$ cat src/rtl/calc_pkg.sv
// calc_pkg: definitions shared by the keypad front end and the calculator FSM.
//   - ASCII constants for the operator/control keys
//   - kp_state_e: keypad scanner state encoding
//   - key_ascii(row, col): 4x4 keymap; the r3c3 position is unmapped and returns 8'h00
//   - key_is_digit(ch): true for ASCII '0'..'9'
package calc_pkg;

  localparam logic [7:0] CH_PLUS  = 8'h2B;
  localparam logic [7:0] CH_MINUS = 8'h2D;
  localparam logic [7:0] CH_MUL   = 8'h2A;
  localparam logic [7:0] CH_EQ    = 8'h3D;
  localparam logic [7:0] CH_CLR   = 8'h43;
  localparam logic [7:0] CH_SPACE = 8'h20;
  localparam logic [7:0] CH_NONE  = 8'h00;

  typedef enum logic [1:0] {
    ST_SCAN     = 2'd0,
    ST_DEBOUNCE = 2'd1,
    ST_HELD     = 2'd2
  } kp_state_e;

  function automatic logic [7:0] key_ascii(input logic [1:0] row, input logic [1:0] col);
    logic [7:0] ch;
    case ({row, col})
      4'h0:    ch = 8'h31;
      4'h1:    ch = 8'h32;
      4'h2:    ch = 8'h33;
      4'h3:    ch = CH_PLUS;
      4'h4:    ch = 8'h34;
      4'h5:    ch = 8'h35;
      4'h6:    ch = 8'h36;
      4'h7:    ch = CH_MINUS;
      4'h8:    ch = 8'h37;
      4'h9:    ch = 8'h38;
      4'hA:    ch = 8'h39;
      4'hB:    ch = CH_MUL;
      4'hC:    ch = CH_CLR;
      4'hD:    ch = 8'h30;
      4'hE:    ch = CH_EQ;
      default: ch = CH_NONE;
    endcase
    return ch;
  endfunction

  function automatic logic key_is_digit(input logic [7:0] ch);
    return (ch >= 8'h30) && (ch <= 8'h39);
  endfunction

endpackage

$ cat src/rtl/keypad_sync.sv
// keypad_sync: WIDTH-bit two-flop synchroniser for asynchronous inputs.
// Both stages reset to all-ones so an idle (pulled-up) keypad is seen during reset.
// Ports:
//   clk    in  system clock
//   rst_n  in  asynchronous active-low reset
//   i_d    in  WIDTH asynchronous input
//   o_q    out WIDTH synchronised output
module keypad_sync #(
  parameter int WIDTH = 4
) (
  input  logic             clk,
  input  logic             rst_n,
  input  logic [WIDTH-1:0] i_d,
  output logic [WIDTH-1:0] o_q
);

  logic [WIDTH-1:0] r_meta;
  logic [WIDTH-1:0] r_sync;

  // Two-stage capture of the asynchronous input.
  always_ff @(posedge clk or negedge rst_n) begin
    if (!rst_n) begin
      r_meta <= {WIDTH{1'b1}};
      r_sync <= {WIDTH{1'b1}};
    end else begin
      r_meta <= i_d;
      r_sync <= r_meta;
    end
  end

  assign o_q = r_sync;

endmodule

$ cat src/rtl/keypad_scanner.sv
// keypad_scanner: 4x4 matrix keypad scanner with debounce and ASCII strobes.
// Walks an active-low column drive, samples the synchronised rows at the end of
// each dwell, debounces a single-key press, emits a one-cycle btn_valid with
// btn_char, and keeps key_held high until the release is debounced.
// Optional build macro: KEYPAD_AUTOREPEAT_EN (auto-repeat of held digit keys).
// Ports:
//   clk        in  system clock
//   rst_n      in  asynchronous active-low reset
//   row_in     in  4  keypad rows, active-low, asynchronous
//   col_out    out 4  column drive, active-low one-hot
//   btn_valid  out 1  one-cycle key-accepted strobe
//   btn_char   out 8  ASCII of the last accepted key
//   key_held   out 1  high from acceptance until release is debounced
module keypad_scanner
  import calc_pkg::*;
#(
  parameter int SCAN_DWELL    = 1000,
  parameter int DEBOUNCE_CNT  = 20000,
  parameter int REPEAT_DELAY  = 5000000,
  parameter int REPEAT_PERIOD = 1000000
) (
  input  logic       clk,
  input  logic       rst_n,
  input  logic [3:0] row_in,
  output logic [3:0] col_out,
  output logic       btn_valid,
  output logic [7:0] btn_char,
  output logic       key_held
);

  localparam int DW_W = $clog2(SCAN_DWELL);
  localparam int DB_W = $clog2(DEBOUNCE_CNT);
  localparam logic [DW_W-1:0] DWELL_LAST = DW_W'(SCAN_DWELL - 1);
  localparam logic [DB_W-1:0] DB_LAST    = DB_W'(DEBOUNCE_CNT - 1);

  logic [3:0] w_rs;

  keypad_sync #(.WIDTH(4)) u_sync (
    .clk   (clk),
    .rst_n (rst_n),
    .i_d   (row_in),
    .o_q   (w_rs)
  );

  kp_state_e       r_state, w_state;
  logic [1:0]      r_col, w_col;
  logic [3:0]      r_col_out, w_col_out;
  logic [DW_W-1:0] r_dwell, w_dwell;
  logic [DB_W-1:0] r_cnt, w_cnt;
  logic [1:0]      r_row, w_row;
  logic [3:0]      r_pat, w_pat;
  logic            r_valid, w_valid;
  logic [7:0]      r_char, w_char;
  logic            r_held, w_held;

  logic [3:0] w_low;
  logic       w_one_low;
  logic [1:0] w_row_idx;
  logic [7:0] w_key;

`ifdef KEYPAD_AUTOREPEAT_EN
  localparam int REP_MAX = (REPEAT_DELAY > REPEAT_PERIOD) ? REPEAT_DELAY : REPEAT_PERIOD;
  localparam int REP_W   = $clog2(REP_MAX + 1);
  localparam logic [REP_W-1:0] REP_FIRST = REP_W'(REPEAT_DELAY - 1);
  localparam logic [REP_W-1:0] REP_NEXT  = REP_W'(REPEAT_PERIOD - 1);
  logic [REP_W-1:0] r_rep, w_rep;
  logic             r_rep_armed, w_rep_armed;
`endif

  // Row decode: a single low row is a candidate key; multiple lows are ghosts.
  always_comb begin
    w_low     = ~w_rs;
    w_one_low = (w_low != 4'b0000) && ((w_low & (w_low - 4'b0001)) == 4'b0000);
    case (w_low)
      4'b0001: w_row_idx = 2'd0;
      4'b0010: w_row_idx = 2'd1;
      4'b0100: w_row_idx = 2'd2;
      4'b1000: w_row_idx = 2'd3;
      default: w_row_idx = 2'd0;
    endcase
    w_key = key_ascii(r_row, r_col);
  end

  // Next-state and output logic for SCAN / DEBOUNCE / HELD.
  always_comb begin
    w_state = r_state;
    w_col   = r_col;
    w_dwell = r_dwell;
    w_cnt   = r_cnt;
    w_row   = r_row;
    w_pat   = r_pat;
    w_valid = 1'b0;
    w_char  = r_char;
    w_held  = r_held;
`ifdef KEYPAD_AUTOREPEAT_EN
    w_rep       = {REP_W{1'b0}};
    w_rep_armed = 1'b0;
`endif
    case (r_state)
      ST_SCAN: begin
        if (r_dwell == DWELL_LAST) begin
          w_dwell = {DW_W{1'b0}};
          if (w_one_low) begin
            w_row   = w_row_idx;
            w_pat   = w_rs;
            w_cnt   = {DB_W{1'b0}};
            w_state = ST_DEBOUNCE;
          end else begin
            w_col = r_col + 2'd1;
          end
        end else begin
          w_dwell = r_dwell + DW_W'(1);
        end
      end
      ST_DEBOUNCE: begin
        if (w_rs == r_pat) begin
          if (r_cnt == DB_LAST) begin
            w_cnt   = {DB_W{1'b0}};
            w_held  = 1'b1;
            w_state = ST_HELD;
            // The unmapped key is tracked but never strobes.
            if (w_key != CH_NONE) begin
              w_valid = 1'b1;
              w_char  = w_key;
            end else begin
              w_valid = 1'b0;
            end
          end else begin
            w_cnt = r_cnt + DB_W'(1);
          end
        end else begin
          w_cnt   = {DB_W{1'b0}};
          w_dwell = {DW_W{1'b0}};
          w_col   = r_col + 2'd1;
          w_state = ST_SCAN;
        end
      end
      ST_HELD: begin
        // Only a fully idle row set counts toward release; column stays frozen.
        if (w_rs == 4'b1111) begin
          if (r_cnt == DB_LAST) begin
            w_cnt   = {DB_W{1'b0}};
            w_dwell = {DW_W{1'b0}};
            w_held  = 1'b0;
            w_state = ST_SCAN;
          end else begin
            w_cnt = r_cnt + DB_W'(1);
          end
        end else begin
          w_cnt = {DB_W{1'b0}};
        end
`ifdef KEYPAD_AUTOREPEAT_EN
        // Repeat timer runs while the latched key's row is still low.
        if (!w_rs[r_row]) begin
          if (r_rep == (r_rep_armed ? REP_NEXT : REP_FIRST)) begin
            w_rep       = {REP_W{1'b0}};
            w_rep_armed = 1'b1;
            w_valid     = key_is_digit(w_key);
          end else begin
            w_rep       = r_rep + REP_W'(1);
            w_rep_armed = r_rep_armed;
          end
        end else begin
          w_rep       = {REP_W{1'b0}};
          w_rep_armed = 1'b0;
        end
`endif
      end
      default: begin
        w_state = ST_SCAN;
        w_col   = 2'd0;
        w_dwell = {DW_W{1'b0}};
        w_cnt   = {DB_W{1'b0}};
        w_held  = 1'b0;
      end
    endcase
    w_col_out = ~(4'b0001 << w_col);
  end

  // State, counters and registered outputs.
  always_ff @(posedge clk or negedge rst_n) begin
    if (!rst_n) begin
      r_state   <= ST_SCAN;
      r_col     <= 2'd0;
      r_col_out <= 4'b1110;
      r_dwell   <= {DW_W{1'b0}};
      r_cnt     <= {DB_W{1'b0}};
      r_row     <= 2'd0;
      r_pat     <= 4'b1111;
      r_valid   <= 1'b0;
      r_char    <= CH_SPACE;
      r_held    <= 1'b0;
`ifdef KEYPAD_AUTOREPEAT_EN
      r_rep       <= {REP_W{1'b0}};
      r_rep_armed <= 1'b0;
`endif
    end else begin
      r_state   <= w_state;
      r_col     <= w_col;
      r_col_out <= w_col_out;
      r_dwell   <= w_dwell;
      r_cnt     <= w_cnt;
      r_row     <= w_row;
      r_pat     <= w_pat;
      r_valid   <= w_valid;
      r_char    <= w_char;
      r_held    <= w_held;
`ifdef KEYPAD_AUTOREPEAT_EN
      r_rep       <= w_rep;
      r_rep_armed <= w_rep_armed;
`endif
    end
  end

  assign col_out   = r_col_out;
  assign btn_valid = r_valid;
  assign btn_char  = r_char;
  assign key_held  = r_held;

endmodule

$ cat config.mk
export PLATFORM = sky130hd
export DESIGN_NAME = keypad_scanner
export DESIGN_NICKNAME = d
export VERILOG_FILES = /design/src/rtl/calc_pkg.sv /design/src/rtl/keypad_sync.sv /design/src/rtl/keypad_scanner.sv
export SDC_FILE = /design/constraint.sdc
export NUM_CORES = 1
export LEC_CHECK = 0
export BUFFER_PORTS_ARGS = -buffer_cell sky130_fd_sc_hd__buf_4
export CORE_MARGIN = 8
export CORE_UTILIZATION = 25
export CTS_BUF_LIST = sky130_fd_sc_hd__clkbuf_8
export CTS_CLUSTER_SIZE = 40
export DETAILED_ROUTE_END_ITERATION = 8
export REMOVE_ABC_BUFFERS = 1
export SETUP_SLACK_MARGIN = 0.5
export SYNTH_ARGS = -nofsm -noshare
export SYNTH_HDL_FRONTEND = slang
export SYNTH_SLANG_ARGS = --single-unit
export TNS_END_PERCENT = 30
$ cat constraint.sdc
create_clock -name clk -period 4.4 [get_ports clk]
set_clock_uncertainty 0.15 [all_clocks]
set_input_delay 1.32 -clock clk [delete_from_list [all_inputs] [get_ports clk]]
set_output_delay 1.32 -clock clk [all_outputs]
set_load 0.01 [all_outputs]
==> results of run 1 <==
[power breakdown]
group	switching [mW]	leakage (nW)	internal, mW
logic	0.0161	0.607	0.00712
registers	0.00480	0.712	0.522
clock network	0.168	0.0614	0.186
[area by class of cell]
type                    count  area (µm²)  share of cell area
flip-flops and latches     56        1421              0.4021
repair buffers             22       165.2             0.04673
clock inverters             2       38.79             0.01097
clock buffers               6       82.58             0.02336
well taps                 168       210.2             0.05947
inverters                  18       67.56             0.01912
multi-input cells         233        1549              0.4382
[layout by cell type (no fill, tap or decap), drive strengths merged, types with 2 or more instances in the layout]
cell / instances
nand3: 14
nand4: 12
mux2i: 3
xnor2: 5
inv: 18
o211ai: 3
o31a: 3
clkbuf: 6
ha: 11
nor2b: 4
and3: 3
or4: 3
and2: 4
or3: 4
mux2: 11
nand4b: 4
nand2: 27
a21oi: 11
o22ai: 10
a21boi: 3
o21a: 2
a221oi: 3
o21ai: 17
o31ai: 11
dfrtp: 40
a21o: 3
nor3: 10
dfstp: 16
a32oi: 2
a31oi: 8
o41ai: 5
buf: 22
o21bai: 2
nor4: 3
nor2: 17
nand2b: 3
[worst max-delay path: cells and delay by family (launching register included)]
family,cells,cell delay [ps]
flops,1,430
compound gates,2,750
simple gates,3,1660
[state kept, by name (all words and copies together) (netlist names)]
register	count
r_row	2
btn_valid	1
btn_char	7
r_pat	4
r_dwell	10
u_sync.o_q	4
u_sync.r_meta	4
key_held	1
r_state	2
r_col	2
col_out	4
r_cnt	15
[cells by family (layout without fill, tap and decap cells)]
logic type,count (synthesis),count (layout),synth area share
other,1,1,0.001203
adders and majority gates,11,11,0.04416
buffers and inverters,34,48,0.04697
DFF,56,56,0.4560
muxes,14,14,0.04938
xor gates and xnor gates,6,6,0.01686
AOI/OAI and AO/OA,89,89,0.1959
and+or+nand+nor,112,112,0.1895
[per-stage QoR]
step,cells,hold slack [ps],instance area (µm²),util
floorplan,307,195.2,3038,-
global placement,497,197.6,3413,0.2818
detailed placement,497,197.8,3413,0.2818
CTS,505,213.4,3535,0.2918
global route,505,221.9,3535,0.2918
finish,505,212.1,3535,0.2918
[layer usage]
layer | track usage | part of all wire
met5 | 0 | 0
met4 | 0.01259 | 0.0045
met3 | 0.02288 | 0.045
met2 | 0.1392 | 0.47
met1 | 0.1169 | 0.48
[final timing paths]
path / start / end / slack [ps] / cells past startpoint
setup / recovery: r_cnt[7] / r_dwell[5] / 1300 / 5
min in group asynchronous: rst_n / btn_char[0] / 910 / 1
setup reg to reg: r_cnt[7] / r_dwell[5] / 1300 / 5
hold / removal: u_sync.r_meta[3] / u_sync.o_q[3] / 210 / 0
hold reg to reg: u_sync.r_meta[3] / u_sync.o_q[3] / 210 / 0
max in group asynchronous: rst_n / key_held / 2720 / 1
==> impl_metrics.py, run 1 <==
metrics = {
    "global_routing": {
        "grt_pass1_vias": 2439,
        "grt_usage": 0.08692,
        "grt_max_degree": 57,
        "grt_pass1_wl_um": 11900,
        "antenna_found_initial": 0,
        "grt_overflow_total": 0,
    },
    "cts": {
        "numCtsBuffers": 5,
        "cts_root_buf": "clkbuf_8",
        "cts_tree": "done",
        "post_cts_buffers": 0,
        "post_cts_resized": 0,
        "cts_max_level": 2,
        "cts_hold_buffers": 0,
        "clock_latency_ps": 310,
        "cts_num_sinks": 56,
        "clkTransAtPathRegs_ps": 100,
        "ctsLongestPathBuffers": 2,
    },
    "worst_setup_path": {
        "worst_path_largest_cell_delay_ps": 580,
        "path_cells": "or4_4 -> or4_4 -> o21a_1 -> or3_1 -> o41ai_2",
        "worstPathMaxFanout": 17,
        "path_class": "flip-flop to flip-flop",
        "cp_data_required_time_ps": 4460,
        "cp-end-kind": "flip-flop",
        "crit_arrival_ps": 3160,
        "start_kind": "flip-flop",
        "slowest_stage": "or3_1",
        "cp_common_cell": "or4_4",
    },
    "place": {
        "port_buffers": 18,
        "gp_congestion": 0.8253,
        "dp_slack_ps": 1311,
        "dp_hpwl_um": 4915,
    },
    "pwr": {
        "power_mw": 0.9042,
        "ir_drop_mv": 0.2298,
        "cellPowerDensity_nw_per_um2": 255.8,
        "p_leak_nw": 1.381,
    },
    "logic_synthesis": {
        "synthCells": 323,
        "yosysWarnings": 0,
        "yosysSeqAreaShare": 0.4560,
        "synth_top_area_cell": "dfrtp_1",
        "post-synth-top-count-cell": "dfrtp_1",
        "synth-edff-count": 0,
        "ys_seq_elements": 56,
        "synth_area_um2": 3117,
        "synthTopCellsByCount": "dfrtp_1 (40), nand2_1 (27), inv_1 (18)",
        "synth.area.top_cells": "dfrtp_1 (32%), dfstp_2 (13%), ha_1 (4.4%)",
        "ys.flop_type": "dfrtp_1",
        "synth_area_per_cell_um2": 9.649,
        "synth_cell_types": 53,
        "netlist.area_leader.share": 0.3212,
        "ys_async_sr_fraction": 1.000,
    },
    "layout": {
        "drive_gt1_frac": 0.1810,
        "final_nets": 353,
        "antennaDiodeCount": 0,
        "fillers": 1312,
        "area_growth_pct": 13.41,
    },
    "floorplanning": {
        "std_cell_rows": 40,
        "die-area_um2": 16300,
        "die-width_um": 127.7,
        "ios": 20,
        "coreArea_um2": 12110,
        "start_util": 0.2573,
        "die_y_um": 127.7,
    },
    "detailed_routing": {
        "wl_um": 6909,
        "dr_total_vias": 2520,
        "avgRoutedWirePerCell_um": 13.68,
        "firstDrtPassIters": 4,
        "drt_iter0_drc": 160,
        "drcViolationCount": 0,
        "viasPerCell": 4.990,
        "drtAntennaViolNets": 0,
    },
    "timing": {
        "period_minus_slack_ps": 3096,
        "period_share": 0.7037,
        "finalHoldViolations": 0,
        "max_clock_freq_mhz": 323.0,
        "slew_headroom": 0.2758,
        "slew_violations": 0,
        "rsz0062_at_grt": "no",
        "max_slew.worst_pin.slew_ps": 1077,
        "fin_tns_setup_ps": 0,
        "setup_viol": 0,
        "setup_ws_ps": 1304,
    },
    "hold_path": {
        "worstHoldPathType": "flip-flop to flip-flop",
    },
    "status": {
        "run_status": "finished clean",
    },
    "run": {
        "drv_cap": 0,
    },
}
(Power assumes the default switching activity.)
==> run 2: changes to the inputs <==
Clock period 4.4 ns to 2.97 ns, I/O delays scaled along.
==> run 2 against run 1 <==
Effect of this change:
- sequential cell count is the same
- largest cell class unchanged
- wire length grew 5.5%
- sequential power grew 48%
- count of clock-buffer cells in the layout shrank 1
- combinational power grew 50%
- via count grew 2.9%
- largest power group unchanged
- sequential share of layout area shrank 1.6 points
- global-route usage grew 0.29 points
- critical path depth is the same
- final cell count grew 2.6%
- power grew 37%
- final area grew 4.1%
- critical path type unchanged
==> impl_metrics.py, run 2 (synthesis results as in run 1) <==
metrics = {
    "timing": {
        "whs_ps": 210.6,
        "slew_violations": 0,
        "period_minus_slack_ps": 2523,
        "rsz0062_at_grt": "yes",
        "finalHoldViolations": 0,
        "setup_viol": 0,
        "max_clock_freq_mhz": 396.3,
        "fin_tns_setup_ps": 0,
        "period_share": 0.8496,
        "slew_headroom": 0.5159,
        "max_slew.worst_pin.slew_ps": 721.9,
    },
    "layout": {
        "final_common_cell": "dfrtp_1",
        "area_growth_pct": 18.11,
        "regMostFlops": "r_cnt",
        "fillers": 1313,
        "drive_gt1_frac": 0.2514,
        "finalNonFillerCells": 518,
        "most-common-layout-cells": "dfrtp_1 (39), buf_4 (35), nand2_1 (27), inv_1 (19), nor2_1 (17)",
        "final_nets": 366,
        "antennaDiodeCount": 0,
        "largest_reg_flops": 15,
    },
    "detailed_routing": {
        "drt_iter0_drc": 210,
        "avgRoutedWirePerCell_um": 14.07,
        "drcViolationCount": 0,
        "wl_um": 7288,
        "dr_total_vias": 2593,
        "drtAntennaViolNets": 0,
        "viasPerCell": 5.006,
        "firstDrtPassIters": 4,
    },
    "worst_setup_path": {
        "worst_path_largest_cell_delay_ps": 530,
        "start_kind": "flip-flop",
        "cp-end-kind": "flip-flop",
        "path_cells": "or4bb_1 -> or4_4 -> o21a_1 -> or3_4 -> o31ai_2",
        "path_class": "flip-flop to flip-flop",
        "cp_data_required_time_ps": 3050,
        "worstPathMaxFanout": 8,
        "rrSetupSlack_ps": 450,
        "slowest_stage": "or4bb_1",
        "crit_arrival_ps": 2600,
    },
    "floorplanning": {
        "ios": 20,
        "die-area_um2": 16300,
        "std_cell_rows": 40,
        "coreArea_um2": 12110,
        "die-width_um": 127.7,
        "die_y_um": 127.7,
        "start_util": 0.2573,
    },
    "cts": {
        "clock_latency_ps": 320,
        "cts_num_sinks": 56,
        "numCtsBuffers": 5,
        "cts_tree": "done",
        "cts_root_buf": "clkbuf_8",
        "clkTransAtPathRegs_ps": 100,
        "cts_max_level": 2,
        "ctsLongestPathBuffers": 2,
        "cts_hold_buffers": 0,
    },
    "hold_path": {
        "worstHoldPathType": "flip-flop to flip-flop",
    },
    "place": {
        "dp.cells": 504,
        "port_buffers": 18,
        "gp_congestion": 0.8003,
        "dp_hpwl_um": 5020,
    },
    "status": {
        "run_status": "finished clean",
    },
    "pwr": {
        "p_leak_nw": 1.450,
        "cellPowerDensity_nw_per_um2": 337.4,
        "ir_drop_mv": 0.1811,
        "power_mw": 1.242,
    },
    "global_routing": {
        "grt_pass1_vias": 2436,
        "antenna_found_initial": 0,
        "grt_overflow_total": 0,
        "grt_pass1_wl_um": 12100,
        "grt_max_degree": 57,
        "grt_usage": 0.08981,
    },
    "run": {
        "drv_cap": 0,
    },
}
## run 2: stage by stage
step	worst slack, ps	area, µm²	util
3_3_place_gp	223.6	3466	0.2862
4_1_cts	406.1	3623	0.2992
5_1_grt	363.4	3681	0.3039
2_1_floorplan	156.5	3038	-
3_5_place_dp	164.3	3466	0.2862
6_report	446.6	3681	0.3039
## run 2: final cells by class
cell class	instances	area [µm²]	area share
Timing Repair Buffer	35	262.8	0.07138
Tap cell	168	210.2	0.05710
Sequential cell	56	1423	0.3865
Clock inverter	3	18.77	0.005099
Multi-Input combinational cell	233	1630	0.4429
Clock buffer	5	68.82	0.01869
Inverter	18	67.56	0.01835
## run 2: worst paths after layout
kind / startpoint / endpoint / depth (start not counted)
worst max-delay path: r_cnt[8] / r_dwell[3] / 5
worst min-delay path: u_sync.r_meta[0] / u_sync.o_q[0] / 0
worst max register to register: r_cnt[8] / r_dwell[3] / 5
worst min register to register: u_sync.r_meta[0] / u_sync.o_q[0] / 0
max in group asynchronous: rst_n / r_cnt[6] / 1
min in group asynchronous: rst_n / r_col[1] / 1
## run 2: routing by layer
layer,GRT usage,vias up,routed length (µm)
met5,0,-,0
met1,0.1195,1253,3519
li1,-,1251,-
met4,0.02448,0,55
met3,0.02163,7,406
met2,0.1417,82,3306
## run 2: power breakdown
group	switching, mW	internal (mW)	total [mW]
clock network	0.261	0.166	0.427
registers	0.00747	0.773	0.780
logic	0.0239	0.0110	0.0349
total	0.292	0.950	1.24
## run 2: repair_timing
item                                   4_1_cts  5_1_grt
pin swaps                                    7        1
buffers inserted                             6        0
gates resized for setup                      6       11
setup endpoints to repair                   25       34
endpoints found under the hold margin        0        0
## run 2: worst max-delay path, delay by kind of cell (launching register included)
kind / cells / cell delay [ps]
compound gates: 2 / 440
flops: 1 / 400
simple gates: 3 / 1460
==> run 3: changes to the inputs <==
Clock period 2.97 ns to 2.63 ns, I/O delays scaled along.
==> run 3 against run 2 <==
Effect of this change:
- first-iteration DRC count increased by 12%
- wire length increased by 3.2%
- sequential cell count unchanged
- sequential power grew 13%
- utilization up 1.6 points
- count of clock-buffer cells in the layout did not move
- sequential share of layout area down 2.0 points
- register-to-register slack worse by 330 ps
- critical path type unchanged
- largest cell class unchanged
==> impl_metrics.py, run 3 (synthesis results as in run 1) <==
metrics = {
    "status": {
        "run_status": "finished clean",
    },
    "worst_setup_path": {
        "worstPathMaxFanout": 7,
        "critPathLaunch": "r_cnt[5]",
        "cp-end-kind": "flip-flop",
        "r2r_start": "r_cnt[5]",
        "path_class": "flip-flop to flip-flop",
        "crit_arrival_ps": 2580,
        "worstRegToRegCells": 5,
        "cp_data_required_time_ps": 2700,
        "worst_path_largest_cell_delay_ps": 530,
        "path_cells": "or4_4 -> or4_4 -> o21a_1 -> or3_4 -> o41ai_2",
        "slowest_stage": "or4_4",
        "start_kind": "flip-flop",
        "cp_common_cell": "or4_4",
    },
    "floorplanning": {
        "std_cell_rows": 40,
        "die-width_um": 127.7,
        "ios": 20,
        "coreArea_um2": 12110,
        "die_y_um": 127.7,
        "start_util": 0.2573,
        "die-area_um2": 16300,
    },
    "cts": {
        "cts_num_sinks": 56,
        "cts_tree": "done",
        "cts_hold_buffers": 0,
        "numCtsBuffers": 5,
        "cts_root_buf": "clkbuf_8",
        "cts_max_level": 2,
        "ctsLongestPathBuffers": 2,
        "clock_latency_ps": 320,
        "clkTransAtPathRegs_ps": 110,
    },
    "pwr": {
        "p_leak_nw": 1.573,
        "power_mw": 1.415,
        "ir_drop_mv": 0.1949,
        "cellPowerDensity_nw_per_um2": 365.2,
    },
    "run": {
        "drv_cap": 0,
    },
    "global_routing": {
        "grt_pass1_vias": 2551,
        "grt_overflow_total": 0,
        "grt_max_degree": 57,
        "grt_pass1_wl_um": 12850,
        "grt_usage": 0.09481,
        "antenna_found_initial": 0,
    },
    "layout": {
        "drive_gt1_frac": 0.3033,
        "final_nets": 382,
        "final_util": 0.3199,
        "largest_reg_flops": 15,
        "area_growth_pct": 24.33,
        "most-common-layout-cells": "buf_4 (49), dfrtp_1 (40), nand2_1 (27), inv_1 (18)",
        "regMostFlops": "r_cnt",
        "final_common_cell": "buf_4",
        "antennaDiodeCount": 0,
    },
    "detailed_routing": {
        "drtAntennaViolNets": 0,
        "viasPerCell": 4.888,
        "dr_total_vias": 2610,
        "wl_um": 7522,
        "drcViolationCount": 0,
        "avgRoutedWirePerCell_um": 14.09,
        "drt_iter0_drc": 236,
        "firstDrtPassIters": 5,
    },
    "timing": {
        "rsz0062_at_grt": "yes",
        "period_share": 0.9568,
        "finalHoldViolations": 0,
        "setup_viol": 0,
        "period_minus_slack_ps": 2516,
        "slew_violations": 0,
        "max_clock_freq_mhz": 397.4,
        "max_slew.worst_pin.slew_ps": 728.8,
        "slew_headroom": 0.5141,
    },
    "place": {
        "gp_congestion": 0.8281,
        "port_buffers": 18,
        "dp_hpwl_um": 5335,
    },
    "hold_path": {
        "hold_depth": 0,
        "worstHoldPathType": "flip-flop to flip-flop",
        "hold_start": "u_sync.r_meta[2]",
    },
}
-- run 3: what timing repair did --
action,4_1_cts,5_1_grt
gates resized for setup,11,20
pin swaps,5,5
buffers inserted,1,5
endpoints found under the setup margin,47,48
-- run 3: final timing paths --
check / to / slack (ps)
min: u_sync.o_q[2] / 210
min in group asynchronous: col_out[0] / 380
max: r_dwell[8] / 110
max in group asynchronous: r_cnt[12] / 1470
max reg2reg: r_dwell[8] / 110
min reg2reg: u_sync.o_q[2] / 210
-- run 3: layer usage --
layer / part of all wire / global-route usage / vias up
met2: 0.47 / 0.1536 / 62
met4: 0.0062 / 0.02168 / 0
li1: - / - / 1290
met5: 0 / 0 / -
met3: 0.043 / 0.02288 / 5
met1: 0.48 / 0.1245 / 1253
-- run 3: power by group --
| part | leakage, nW | switching (mW) | total, mW | internal (mW) |
|---|---|---|---|---|
| logic | 0.817 | 0.0300 | 0.0463 | 0.0163 |
| clock network | 0.0447 | 0.298 | 0.488 | 0.190 |
| registers | 0.712 | 0.00763 | 0.880 | 0.873 |
| total | 1.57 | 0.336 | 1.42 | 1.08 |
-- run 3: area by class of cell --
class / count / area [µm²]
fillers: 1279 / 8237
well taps: 168 / 210.2
clock inverters: 3 / 22.52
inverters: 18 / 67.56
multi-input cells: 233 / 1685
repair buffers: 51 / 399.1
clock buffers: 5 / 68.82
flip-flops and latches: 56 / 1421
-- run 3: per-stage QoR --
step	setup WS (ps)	TNS, ps	instances	area, µm²	hold WS (ps)
after CTS	88.37	0	529	3744	213.6
after detailed placement	-61.21	-129.7	520	3598	197.2
final	113.7	0	534	3875	212.0
after global routing	52.01	0	534	3875	218.1
after global placement	-23.87	-23.87	520	3598	197.5
after floorplan	-183.5	-743.4	307	3038	195.2
-- run 3: critical path, delay by kind of cell, from the launching register on --
kind             cells  cell delay (ps)
flip-flops           1              390
AND/OR/NAND/NOR      3             1460
AO/OA/AOI/OAI        2              420
